==> config.mk <==
export PLATFORM = sky130hd
export DESIGN_NAME = axi_lite_ctrl_regs_flat
export DESIGN_NICKNAME = d
export VERILOG_FILES = /design/src/rtl/axi_lite_pkg.sv /design/src/rtl/axi_lite_ctrl_regs_if.sv /design/src/rtl/axi_lite_ctrl_regs.sv /design/src/flat_wrapper.sv
export SDC_FILE = /design/constraint.sdc
export NUM_CORES = 1
export LEC_CHECK = 0
export CORE_ASPECT_RATIO = 0.9
export CORE_UTILIZATION = 35
export CTS_CLUSTER_SIZE = 12
export DETAILED_ROUTE_END_ITERATION = 7
export GPL_TIMING_DRIVEN = 0
export PLACE_DENSITY = 0.63
export SETUP_SLACK_MARGIN = 0.4
export SYNTH_ARGS = -nofsm -noshare
export SYNTH_HDL_FRONTEND = slang
export SYNTH_SLANG_ARGS = --single-unit
==> constraint.sdc <==
create_clock -name S_AXI_ACLK -period 23.8 [get_ports S_AXI_ACLK]
set_input_delay 7.14 -clock S_AXI_ACLK [delete_from_list [all_inputs] [get_ports S_AXI_ACLK]]
set_output_delay 7.14 -clock S_AXI_ACLK [all_outputs]
set_load 0.01 [all_outputs]
==> src/rtl/axi_lite_pkg.sv <==
// AXI4-Lite response codes and the byte-lane merge shared by register files
// that sit on an AXI4-Lite slave port.
package axi_lite_pkg;

  typedef enum logic [1:0] {
    RESP_OKAY   = 2'b00,
    RESP_EXOKAY = 2'b01,
    RESP_SLVERR = 2'b10,
    RESP_DECERR = 2'b11
  } axi_resp_e;

  // Widest supported data bus; narrower callers zero-extend and truncate.
  localparam int MAX_DATA_WIDTH = 64;
  localparam int MAX_STRB_WIDTH = MAX_DATA_WIDTH / 8;

  function automatic logic [MAX_DATA_WIDTH-1:0] strb_merge(
    input logic [MAX_DATA_WIDTH-1:0] old_data,
    input logic [MAX_DATA_WIDTH-1:0] new_data,
    input logic [MAX_STRB_WIDTH-1:0] strb
  );
    logic [MAX_DATA_WIDTH-1:0] merged;
    merged = old_data;
    for (int b = 0; b < MAX_STRB_WIDTH; b++) begin
      if (strb[b]) merged[b*8 +: 8] = new_data[b*8 +: 8];
    end
    return merged;
  endfunction

endpackage

==> src/rtl/axi_lite_ctrl_regs_if.sv <==
// AXI4-Lite bus bundle (five channels) with master and slave views.
interface axi_lite_ctrl_regs_if #(
  parameter int DATA_WIDTH = 32,
  parameter int ADDR_WIDTH = 6
);
  localparam int STRB_WIDTH = DATA_WIDTH / 8;

  logic [ADDR_WIDTH-1:0] awaddr;
  logic [2:0]            awprot;
  logic                  awvalid;
  logic                  awready;

  logic [DATA_WIDTH-1:0] wdata;
  logic [STRB_WIDTH-1:0] wstrb;
  logic                  wvalid;
  logic                  wready;

  logic [1:0]            bresp;
  logic                  bvalid;
  logic                  bready;

  logic [ADDR_WIDTH-1:0] araddr;
  logic [2:0]            arprot;
  logic                  arvalid;
  logic                  arready;

  logic [DATA_WIDTH-1:0] rdata;
  logic [1:0]            rresp;
  logic                  rvalid;
  logic                  rready;

  modport master (
    output awaddr, awprot, awvalid, input awready,
    output wdata, wstrb, wvalid,    input wready,
    input  bresp, bvalid,           output bready,
    output araddr, arprot, arvalid, input arready,
    input  rdata, rresp, rvalid,    output rready
  );

  modport slave (
    input  awaddr, awprot, awvalid, output awready,
    input  wdata, wstrb, wvalid,    output wready,
    output bresp, bvalid,           input bready,
    input  araddr, arprot, arvalid, output arready,
    output rdata, rresp, rvalid,    input rready
  );

endinterface

==> src/rtl/axi_lite_ctrl_regs.sv <==
// AXI4-Lite control/status register file: RW control registers at the low
// indices (register 0 may carry self-clearing pulse bits), RO status above.
module axi_lite_ctrl_regs
  import axi_lite_pkg::*;
#(
  parameter int                    DATA_WIDTH = 32,
  parameter int                    ADDR_WIDTH = 6,
  parameter int                    NUM_REGS   = 8,
  parameter int                    NUM_RO     = 2,
  parameter logic [DATA_WIDTH-1:0] PULSE_MASK = 32'h2
) (
  input  logic                                     S_AXI_ACLK,
  input  logic                                     S_AXI_ARESET,
  axi_lite_ctrl_regs_if.slave                      s_axi,
  output logic [(NUM_REGS-NUM_RO)*DATA_WIDTH-1:0]  ctrl_regs,
  input  logic [NUM_RO*DATA_WIDTH-1:0]             status_in,
  output logic [NUM_REGS-NUM_RO-1:0]               wr_strobe
);

  localparam int NUM_RW     = NUM_REGS - NUM_RO;
  localparam int STRB_WIDTH = DATA_WIDTH / 8;
  localparam int ADDR_LSB   = $clog2(STRB_WIDTH);
  localparam int IDX_W      = $clog2(NUM_REGS);

  if (NUM_RO < 1 || NUM_RO >= NUM_REGS ||
      NUM_REGS > (1 << (ADDR_WIDTH - ADDR_LSB)) ||
      (DATA_WIDTH != 32 && DATA_WIDTH != 64)) begin : g_param_check
    $error("axi_lite_ctrl_regs: illegal parameter combination");
  end

  // Address decode: any address bit above the index field is out of range,
  // as is an index beyond NUM_REGS when NUM_REGS is not a power of two.
  function automatic logic [IDX_W-1:0] addr_idx(input logic [ADDR_WIDTH-1:0] addr);
    return addr[ADDR_LSB +: IDX_W];
  endfunction

  function automatic logic addr_in_range(input logic [ADDR_WIDTH-1:0] addr);
    return ((addr >> (ADDR_LSB + IDX_W)) == '0) && (int'(addr_idx(addr)) < NUM_REGS);
  endfunction

  // ---------------- write path state ----------------
  logic                  aw_held;
  logic                  w_held;
  logic [ADDR_WIDTH-1:0] aw_addr_q;
  logic [DATA_WIDTH-1:0] w_data_q;
  logic [STRB_WIDTH-1:0] w_strb_q;
  logic                  bvalid_q;
  axi_resp_e             bresp_q;
  logic [DATA_WIDTH-1:0] rw_q [NUM_RW];

  // ---------------- read path state ----------------
  logic                  rvalid_q;
  logic [DATA_WIDTH-1:0] rdata_q;
  axi_resp_e             rresp_q;
  logic [DATA_WIDTH-1:0] rd_data;
  axi_resp_e             rd_resp;

  logic aw_hs, w_hs, ar_hs, commit, wr_ok;
  logic [IDX_W-1:0] wr_idx, ar_idx;

  assign s_axi.awready = ~aw_held & ~bvalid_q;
  assign s_axi.wready  = ~w_held & ~bvalid_q;
  assign s_axi.arready = ~rvalid_q;
  assign s_axi.bvalid  = bvalid_q;
  assign s_axi.bresp   = bresp_q;
  assign s_axi.rvalid  = rvalid_q;
  assign s_axi.rdata   = rdata_q;
  assign s_axi.rresp   = rresp_q;

  assign aw_hs  = s_axi.awvalid & s_axi.awready;
  assign w_hs   = s_axi.wvalid & s_axi.wready;
  assign ar_hs  = s_axi.arvalid & s_axi.arready;
  assign commit = aw_held & w_held;

  assign wr_idx = addr_idx(aw_addr_q);
  assign wr_ok  = addr_in_range(aw_addr_q) && (int'(wr_idx) < NUM_RW);
  assign ar_idx = addr_idx(s_axi.araddr);

  // Protection attributes carry no meaning for this register file.
  logic unused_prot;
  assign unused_prot = ^{s_axi.awprot, s_axi.arprot};

  // NOTE: the capture registers have no reset; they are only consumed while
  // their held flag is set, and the flags themselves are reset.
  always_ff @(posedge S_AXI_ACLK) begin
    if (aw_hs) aw_addr_q <= s_axi.awaddr;
    if (w_hs) begin
      w_data_q <= s_axi.wdata;
      w_strb_q <= s_axi.wstrb;
    end
  end

  // NOTE: sequential state uses non-blocking assignments so every flop
  // samples pre-edge values; later assignments in the block take priority.
  always_ff @(posedge S_AXI_ACLK or posedge S_AXI_ARESET) begin
    if (S_AXI_ARESET) begin
      aw_held   <= 1'b0;
      w_held    <= 1'b0;
      bvalid_q  <= 1'b0;
      bresp_q   <= RESP_OKAY;
      wr_strobe <= '0;
      for (int i = 0; i < NUM_RW; i++) rw_q[i] <= '0;
    end else begin
      wr_strobe <= '0;
      rw_q[0]   <= rw_q[0] & ~PULSE_MASK;

      if (aw_hs) aw_held <= 1'b1;
      if (w_hs)  w_held  <= 1'b1;
      if (bvalid_q && s_axi.bready) bvalid_q <= 1'b0;

      if (commit) begin
        aw_held  <= 1'b0;
        w_held   <= 1'b0;
        bvalid_q <= 1'b1;
        bresp_q  <= wr_ok ? RESP_OKAY : RESP_SLVERR;
        for (int i = 0; i < NUM_RW; i++) begin
          if (wr_ok && wr_idx == IDX_W'(i)) begin
            rw_q[i]      <= DATA_WIDTH'(strb_merge(MAX_DATA_WIDTH'(rw_q[i]),
                                                   MAX_DATA_WIDTH'(w_data_q),
                                                   MAX_STRB_WIDTH'(w_strb_q)));
            wr_strobe[i] <= 1'b1;
          end
        end
      end
    end
  end

  // NOTE: every combinational output gets a default first so no path
  // through the block leaves it unassigned and infers a latch.
  always_comb begin
    ctrl_regs = '0;
    for (int i = 0; i < NUM_RW; i++) ctrl_regs[i*DATA_WIDTH +: DATA_WIDTH] = rw_q[i];
  end

  // Read mux: reads the registered RW value, so a same-edge write commit
  // is not yet visible and the pre-write value is returned.
  always_comb begin
    rd_data = '0;
    rd_resp = RESP_SLVERR;
    if (addr_in_range(s_axi.araddr)) begin
      rd_resp = RESP_OKAY;
      for (int i = 0; i < NUM_RW; i++) begin
        if (ar_idx == IDX_W'(i)) rd_data = rw_q[i];
      end
      for (int j = 0; j < NUM_RO; j++) begin
        if (ar_idx == IDX_W'(NUM_RW + j)) rd_data = status_in[j*DATA_WIDTH +: DATA_WIDTH];
      end
    end
  end

  always_ff @(posedge S_AXI_ACLK or posedge S_AXI_ARESET) begin
    if (S_AXI_ARESET) begin
      rvalid_q <= 1'b0;
      rdata_q  <= '0;
      rresp_q  <= RESP_OKAY;
    end else if (ar_hs) begin
      rvalid_q <= 1'b1;
      rdata_q  <= rd_data;
      rresp_q  <= rd_resp;
    end else if (rvalid_q && s_axi.rready) begin
      rvalid_q <= 1'b0;
    end
  end

endmodule

==> src/flat_wrapper.sv <==
// flat-port wrapper written by rule: the top's interface ports become plain ports
module axi_lite_ctrl_regs_flat import axi_lite_pkg::*;
#(
  parameter int                    DATA_WIDTH = 32,
  parameter int                    ADDR_WIDTH = 6,
  parameter int                    NUM_REGS   = 8,
  parameter int                    NUM_RO     = 2,
  parameter logic [DATA_WIDTH-1:0] PULSE_MASK = 32'h2
)
  (S_AXI_ACLK, S_AXI_ARESET, ctrl_regs, status_in, wr_strobe, s_axi_awaddr, s_axi_awprot, s_axi_awvalid, s_axi_awready, s_axi_wdata, s_axi_wstrb, s_axi_wvalid, s_axi_wready, s_axi_bresp, s_axi_bvalid, s_axi_bready, s_axi_araddr, s_axi_arprot, s_axi_arvalid, s_axi_arready, s_axi_rdata, s_axi_rresp, s_axi_rvalid, s_axi_rready);
  axi_lite_ctrl_regs_if #(.DATA_WIDTH(DATA_WIDTH), .ADDR_WIDTH(ADDR_WIDTH)) s_axi_i ();
  input  logic S_AXI_ACLK;
  input  logic S_AXI_ARESET;
  output logic [(NUM_REGS-NUM_RO)*DATA_WIDTH-1:0] ctrl_regs;
  input  logic [NUM_RO*DATA_WIDTH-1:0] status_in;
  output logic [NUM_REGS-NUM_RO-1:0] wr_strobe;
  input wire logic [$bits(s_axi_i.awaddr)-1:0] s_axi_awaddr;
  input wire logic [$bits(s_axi_i.awprot)-1:0] s_axi_awprot;
  input wire logic [$bits(s_axi_i.awvalid)-1:0] s_axi_awvalid;
  output wire logic [$bits(s_axi_i.awready)-1:0] s_axi_awready;
  input wire logic [$bits(s_axi_i.wdata)-1:0] s_axi_wdata;
  input wire logic [$bits(s_axi_i.wstrb)-1:0] s_axi_wstrb;
  input wire logic [$bits(s_axi_i.wvalid)-1:0] s_axi_wvalid;
  output wire logic [$bits(s_axi_i.wready)-1:0] s_axi_wready;
  output wire logic [$bits(s_axi_i.bresp)-1:0] s_axi_bresp;
  output wire logic [$bits(s_axi_i.bvalid)-1:0] s_axi_bvalid;
  input wire logic [$bits(s_axi_i.bready)-1:0] s_axi_bready;
  input wire logic [$bits(s_axi_i.araddr)-1:0] s_axi_araddr;
  input wire logic [$bits(s_axi_i.arprot)-1:0] s_axi_arprot;
  input wire logic [$bits(s_axi_i.arvalid)-1:0] s_axi_arvalid;
  output wire logic [$bits(s_axi_i.arready)-1:0] s_axi_arready;
  output wire logic [$bits(s_axi_i.rdata)-1:0] s_axi_rdata;
  output wire logic [$bits(s_axi_i.rresp)-1:0] s_axi_rresp;
  output wire logic [$bits(s_axi_i.rvalid)-1:0] s_axi_rvalid;
  input wire logic [$bits(s_axi_i.rready)-1:0] s_axi_rready;
  assign s_axi_i.awaddr = s_axi_awaddr;
  assign s_axi_i.awprot = s_axi_awprot;
  assign s_axi_i.awvalid = s_axi_awvalid;
  assign s_axi_awready = s_axi_i.awready;
  assign s_axi_i.wdata = s_axi_wdata;
  assign s_axi_i.wstrb = s_axi_wstrb;
  assign s_axi_i.wvalid = s_axi_wvalid;
  assign s_axi_wready = s_axi_i.wready;
  assign s_axi_bresp = s_axi_i.bresp;
  assign s_axi_bvalid = s_axi_i.bvalid;
  assign s_axi_i.bready = s_axi_bready;
  assign s_axi_i.araddr = s_axi_araddr;
  assign s_axi_i.arprot = s_axi_arprot;
  assign s_axi_i.arvalid = s_axi_arvalid;
  assign s_axi_arready = s_axi_i.arready;
  assign s_axi_rdata = s_axi_i.rdata;
  assign s_axi_rresp = s_axi_i.rresp;
  assign s_axi_rvalid = s_axi_i.rvalid;
  assign s_axi_i.rready = s_axi_rready;
  axi_lite_ctrl_regs #(.DATA_WIDTH(DATA_WIDTH), .ADDR_WIDTH(ADDR_WIDTH), .NUM_REGS(NUM_REGS), .NUM_RO(NUM_RO), .PULSE_MASK(PULSE_MASK)) u_core (.S_AXI_ACLK(S_AXI_ACLK), .S_AXI_ARESET(S_AXI_ARESET), .s_axi(s_axi_i), .ctrl_regs(ctrl_regs), .status_in(status_in), .wr_strobe(wr_strobe));
endmodule
## Word-level counts from Yosys, hierarchy flattened

Index checks and enable logic that the tools add are counted.

- Magnitude comparators: 1
- Equal/unequal tests: 13
- Mux-type cells: 54
- Bitwise gates (word level): 10
- Reduce and logical (&&, ||, !) cells: 41

Operators by type and width:

| kind | number |
|---|---|
| 32-bit two-way mux | 14 |
| 162-bit two-way mux | 1 |
| 8-bit two-way mux | 20 |
| 3-bit AND reduction | 24 |
| 3-bit equality test, second input constant | 6 |
| 1-bit two-way mux | 14 |
| 3-bit by 2-bit equality test with 1-bit output, second input constant | 4 |
| 6-bit zero test | 2 |
| 1-bit logical AND | 9 |
| 2-bit two-way mux | 4 |
| 2-bit nonzero test | 4 |
| 1-bit bitwise AND | 6 |
| 3-bit by 1-bit equality test with 1-bit output, second input constant | 2 |
| 3-bit zero test | 2 |
| 6-bit two-way mux | 1 |
| 1-bit inverter | 4 |
| 3-bit < comparator, second input constant | 1 |
| 3-bit by 2-bit inequality test with 1-bit output, second input constant | 1 |

- Register bits: 280
- Output and inout bits: 239
- Word-level logic and storage cells: 155

## Longest topological paths before layout

- Depth in word-level cells: 10
- Depth in mapped cells: 8
- Mapped depth without buffers: 4

## Worst setup path after synthesis

OpenSTA, ideal clock, no wires.

- Path kind: input to register
- From: input s_axi_araddr[2]
- To: register u_core.rdata_q[10] (netlist: u_core.s_axi.rdata[10])
- Library setup time: 121 ps
- Data arrival time: 8,438 ps
- Required time: 23,679 ps
- Setup slack: 15,241 ps
- Stages on the path: 7
- Path buffers: 4
- Cell sequence: buf_2 buf_2 buf_2 buf_2 mux2i_1 o22ai_1 a22o_1

- Word-level cells in the longest chain between the ends: 10
- Elaborated cells between the ends (all ways): 17

RTL lines:

| element | RTL line | RTL |
|---|---|---|
| from (decl) | flat_wrapper.sv:28 | `input wire logic [$bits(s_axi_i.araddr)-1:0] s_axi_araddr;` |
| 3-bit zero test | axi_lite_ctrl_regs.sv:143 | `if (ar_idx == IDX_W'(i)) rd_data = rw_q[i];` |
| 32-bit two-way mux (6 in a row) | axi_lite_ctrl_regs.sv:143 |  |
| 32-bit two-way mux | axi_lite_ctrl_regs.sv:146 | `if (ar_idx == IDX_W'(NUM_RW + j)) rd_data = status_in[j*DATA_WIDTH +: DATA_WIDTH];` |
| 32-bit two-way mux * | axi_lite_ctrl_regs.sv:146 |  |
| 32-bit two-way mux * | axi_lite_ctrl_regs.sv:140 | `if (addr_in_range(s_axi.araddr)) begin` |
| to (signal assigned) | axi_lite_ctrl_regs.sv:158 | `rdata_q <= rd_data;` |
| to (decl) | axi_lite_ctrl_regs.sv:53 | `logic [DATA_WIDTH-1:0] rdata_q;` |

Every way passes the cells marked *; elsewhere a longest branch is shown, timed or not.
A chain may end at the register's enable or synchronous reset.

## Worst setup path in the final report

- From: input s_axi_araddr[4]
- To: register u_core.rdata_q[23] (netlist: u_core.s_axi.rdata[23])

Same word-level chain as after synthesis.

==> impl_metrics.env <==
export IMPL_start_util_pct=35.57
export IMPL_die_h_um=178.4
export IMPL_ys_seq_area_share_pct=58.71
export IMPL_synth_edf_count=40
export IMPL_cp_endpoint="u_core.s_axi.rdata[23]"
export IMPL_status="complete, no violations"
export IMPL_fin_cells=1792
export IMPL_area_growth_pct=44.08
export IMPL_fp_dieW_um=198.0
export IMPL_max_freq_mhz=107.3
export IMPL_synthesis_area_um2=12100
export IMPL_startpoint_type="input port"
export IMPL_setup_viol=0
export IMPL_synthFlopType="dfrtp_1"
export IMPL_combPwrFrac_pct=35.5
export IMPL_postCtsHoldBufs=0
export IMPL_numCtsBuffers=34
export IMPL_rows=64
export IMPL_cts_tree="yes"
export IMPL_drtAntennaViolNets=0
export IMPL_holdWs_ps=503.4
export IMPL_clk_latency_ps=520
export IMPL_finalClockSkew_ps=16.06
export IMPL_p_leak_nw=7.552
export IMPL_yosysMostFrequentCell="dfrtp_1"
export IMPL_hold_viol=0
export IMPL_worstSetupPathType="in -> reg"
export IMPL_switching_share_pct=31.48
export IMPL_r2r_cells=5
export IMPL_clk_pin_slew_ps=60
export IMPL_cp_data_required_time_ps=24160
export IMPL_yosysWarnings=0
export IMPL_vias=9574
export IMPL_intPower_mw=1.437
export IMPL_rrSetupSlack_ps=21340
export IMPL_worstHoldPathType="reg -> reg"
export IMPL_yosys_area_top_type="dfrtp_1"
export IMPL_fin_crit_sh_pct=39.18
export IMPL_power_switching_uw=659.9
export IMPL_async_flop_share_pct=85.51
export IMPL_cp_max_fo=10
export IMPL_worst_slew_pin_slew_ps=1010
export IMPL_post_drt_via_cell_ratio=5.343
export IMPL_startpoint="s_axi_araddr[4]"
export IMPL_clockPowerShare_pct=25.7
export IMPL_cp_arrival_ps=9680
export IMPL_root_buffer="clkbuf_16"
export IMPL_dieArea_um2=35330
export IMPL_final_nets=1427
export IMPL_vdd_drop_max_mv=0.06638
export IMPL_syn_inst=913
export IMPL_antenna_found_initial=3
export IMPL_synth_distinct_cells=38
export IMPL_drive_above_1_share_pct=22.10
export IMPL_portBuffers=349
export IMPL_r2r_start="u_core.s_axi.rvalid"
export IMPL_io_pins=364
export IMPL_slew_violations=0
export IMPL_rsz0062_at_grt="false"
export IMPL_max_slew_margin_pct=32.35
export IMPL_postCtsResizedCells=0
export IMPL_seqPwrFrac_pct=38.8
export IMPL_drtIter0Drc=516
export IMPL_grt_util_all_layers_pct=25.45
export IMPL_cts_htree_levels=2
export IMPL_first_global_vias=9931
export IMPL_avgSynthCellArea_um2=13.26
export IMPL_max_cap_viol_count=0
export IMPL_min_period_ps=9324
export IMPL_avgRoutedWirePerCell_um=25.35
export IMPL_overflow=0
export IMPL_clockBufferDepth=3
export IMPL_power_per_cell_area_nw_per_um2=120.2
export IMPL_dpl_cell_count=1728
export IMPL_drt_total_wl_mm=45.43
export IMPL_synth_top_cell_area_share_pct=48.79
export IMPL_reg2reg_to="u_core.s_axi.rdata[15]"
export IMPL_synthTopCellsByArea="dfrtp_1 49%, mux2_2 20%, edfxtp_1 9.9%, o22ai_1 3.0%, mux2i_1 2.6%"
export IMPL_routabilityCongestion=0.7993
export IMPL_dp_final_hpwl_mm=32.53
export IMPL_finalSetupTns_ps=0
export IMPL_grt_pass1_wl_mm=65.27
export IMPL_firstDrtPassIters=5
export IMPL_end_kind="flop"
export IMPL_postCtsSetupRepairBufs=0
export IMPL_clkSinkCount=276
export IMPL_ys_ff_latch=276
export IMPL_core_um2=34030
export IMPL_drc=0
export IMPL_grt_max_degree=91
export IMPL_synth_common_cells="236 x dfrtp_1, 213 x mux2_2, 62 x o21ai_0, 58 x o22ai_1, 45 x nor2_1"
power by group through the flow:
stage	Combinational, mW	Sequential, mW	Clock [mW]
after floorplan	0.242	0.847	0
after global placement	0.733	0.815	0
after detailed placement	0.746	0.818	0
after CTS	0.751	0.812	0.548
after global routing	0.788	0.836	0.567
final	0.744	0.814	0.538
cell usage in the layout, fill, tap and decap left out, drive strengths merged, types with 20 or more instances in the layout:
cell,instances
o21ai,62
o22ai,58
edfxtp,40
mux2i,31
nor2,45
clkdlybuf4s50,349
dfrtp,236
a22o,28
o2bb2ai,30
buf,20
a21oi,33
mux2,219
clkbuf,87
nand2,33
state kept, by name (all words and copies together), names as in the netlist:
name and count:
u_core.w_data_q 32, u_core.aw_addr_q 4, u_core.w_held 1, u_core.w_strb_q 4, u_core.aw_held 1, u_core.s_axi.rdata 32, u_core.s_axi.bresp 1, u_core.s_axi.rvalid 1
u_core.s_axi.bvalid 1, u_core.s_axi.rresp 1, u_core.ctrl_regs 192, u_core.wr_strobe 6
worst min-delay path by stage:
| stage | endpoint | startpoint | slack [ps] | cells after the start |
|---|---|---|---|---|
| finish | u_core.s_axi.rdata[10] | u_core.s_axi.rdata[10] | 500 | 1 |
| global route | u_core.s_axi.rdata[27] | u_core.s_axi.rdata[27] | 520 | 1 |
| CTS | u_core.s_axi.rresp[1] | u_core.s_axi.rresp[1] | 500 | 2 |
| detailed placement | u_core.s_axi.bresp[1] | u_core.s_axi.bresp[1] | 480 | 2 |
| global placement | u_core.s_axi.rresp[1] | u_core.s_axi.rresp[1] | 470 | 2 |
| floorplan | u_core.s_axi.rresp[1] | u_core.s_axi.rresp[1] | 510 | 2 |
through the flow:
stage	util (%)	setup slack [ps]	total power, mW	area [um^2]
finish	51.24	14480	2.097	17440
detailed placement	47.79	13930	1.564	16260
global placement	47.54	6832	1.548	16180
CTS	51.21	14470	2.111	17430
global route	51.22	14340	2.191	17430
floorplan	-	10190	1.089	12110
logic make-up (layout without fill, tap and decap cells):
| kind of cell | count (synthesis) | count (layout) | synth area share, % |
|---|---|---|---|
| multiplexers | 250 | 250 | 23.00 |
| buffers and inverters | 59 | 471 | 1.995 |
| AND/OR/NAND/NOR | 105 | 105 | 4.393 |
| other | 1 | 6 | 0.03098 |
| flip-flops | 276 | 276 | 58.71 |
| AO/OA/AOI/OAI | 222 | 222 | 11.87 |
worst max-delay path: stages:
cell	delay, ps
clkdlybuf4s50_1	470
clkbuf_1	380
clkbuf_1	440
clkbuf_1	630
o221ai_1	230
o311ai_0	250
nand3_1	140
area by class of cell:
type	instances	area [um^2]
tap	462	578.1
clock inverter	9	127.6
timing repair buffer	352	3568
buffer	53	219.0
multi-input combinational	579	4761
sequential	276	7107
clock buffer	51	1039
antenna	4	10.01
inverter	6	30.03
fill	3024	16590
routing by layer:
layer  wire [um]  track usage [%]
met1       19990            34.00
met2       21040            40.77
met3        3202            5.956
met4        1194            8.107
met5           0                0
(Power assumes the default switching activity.)
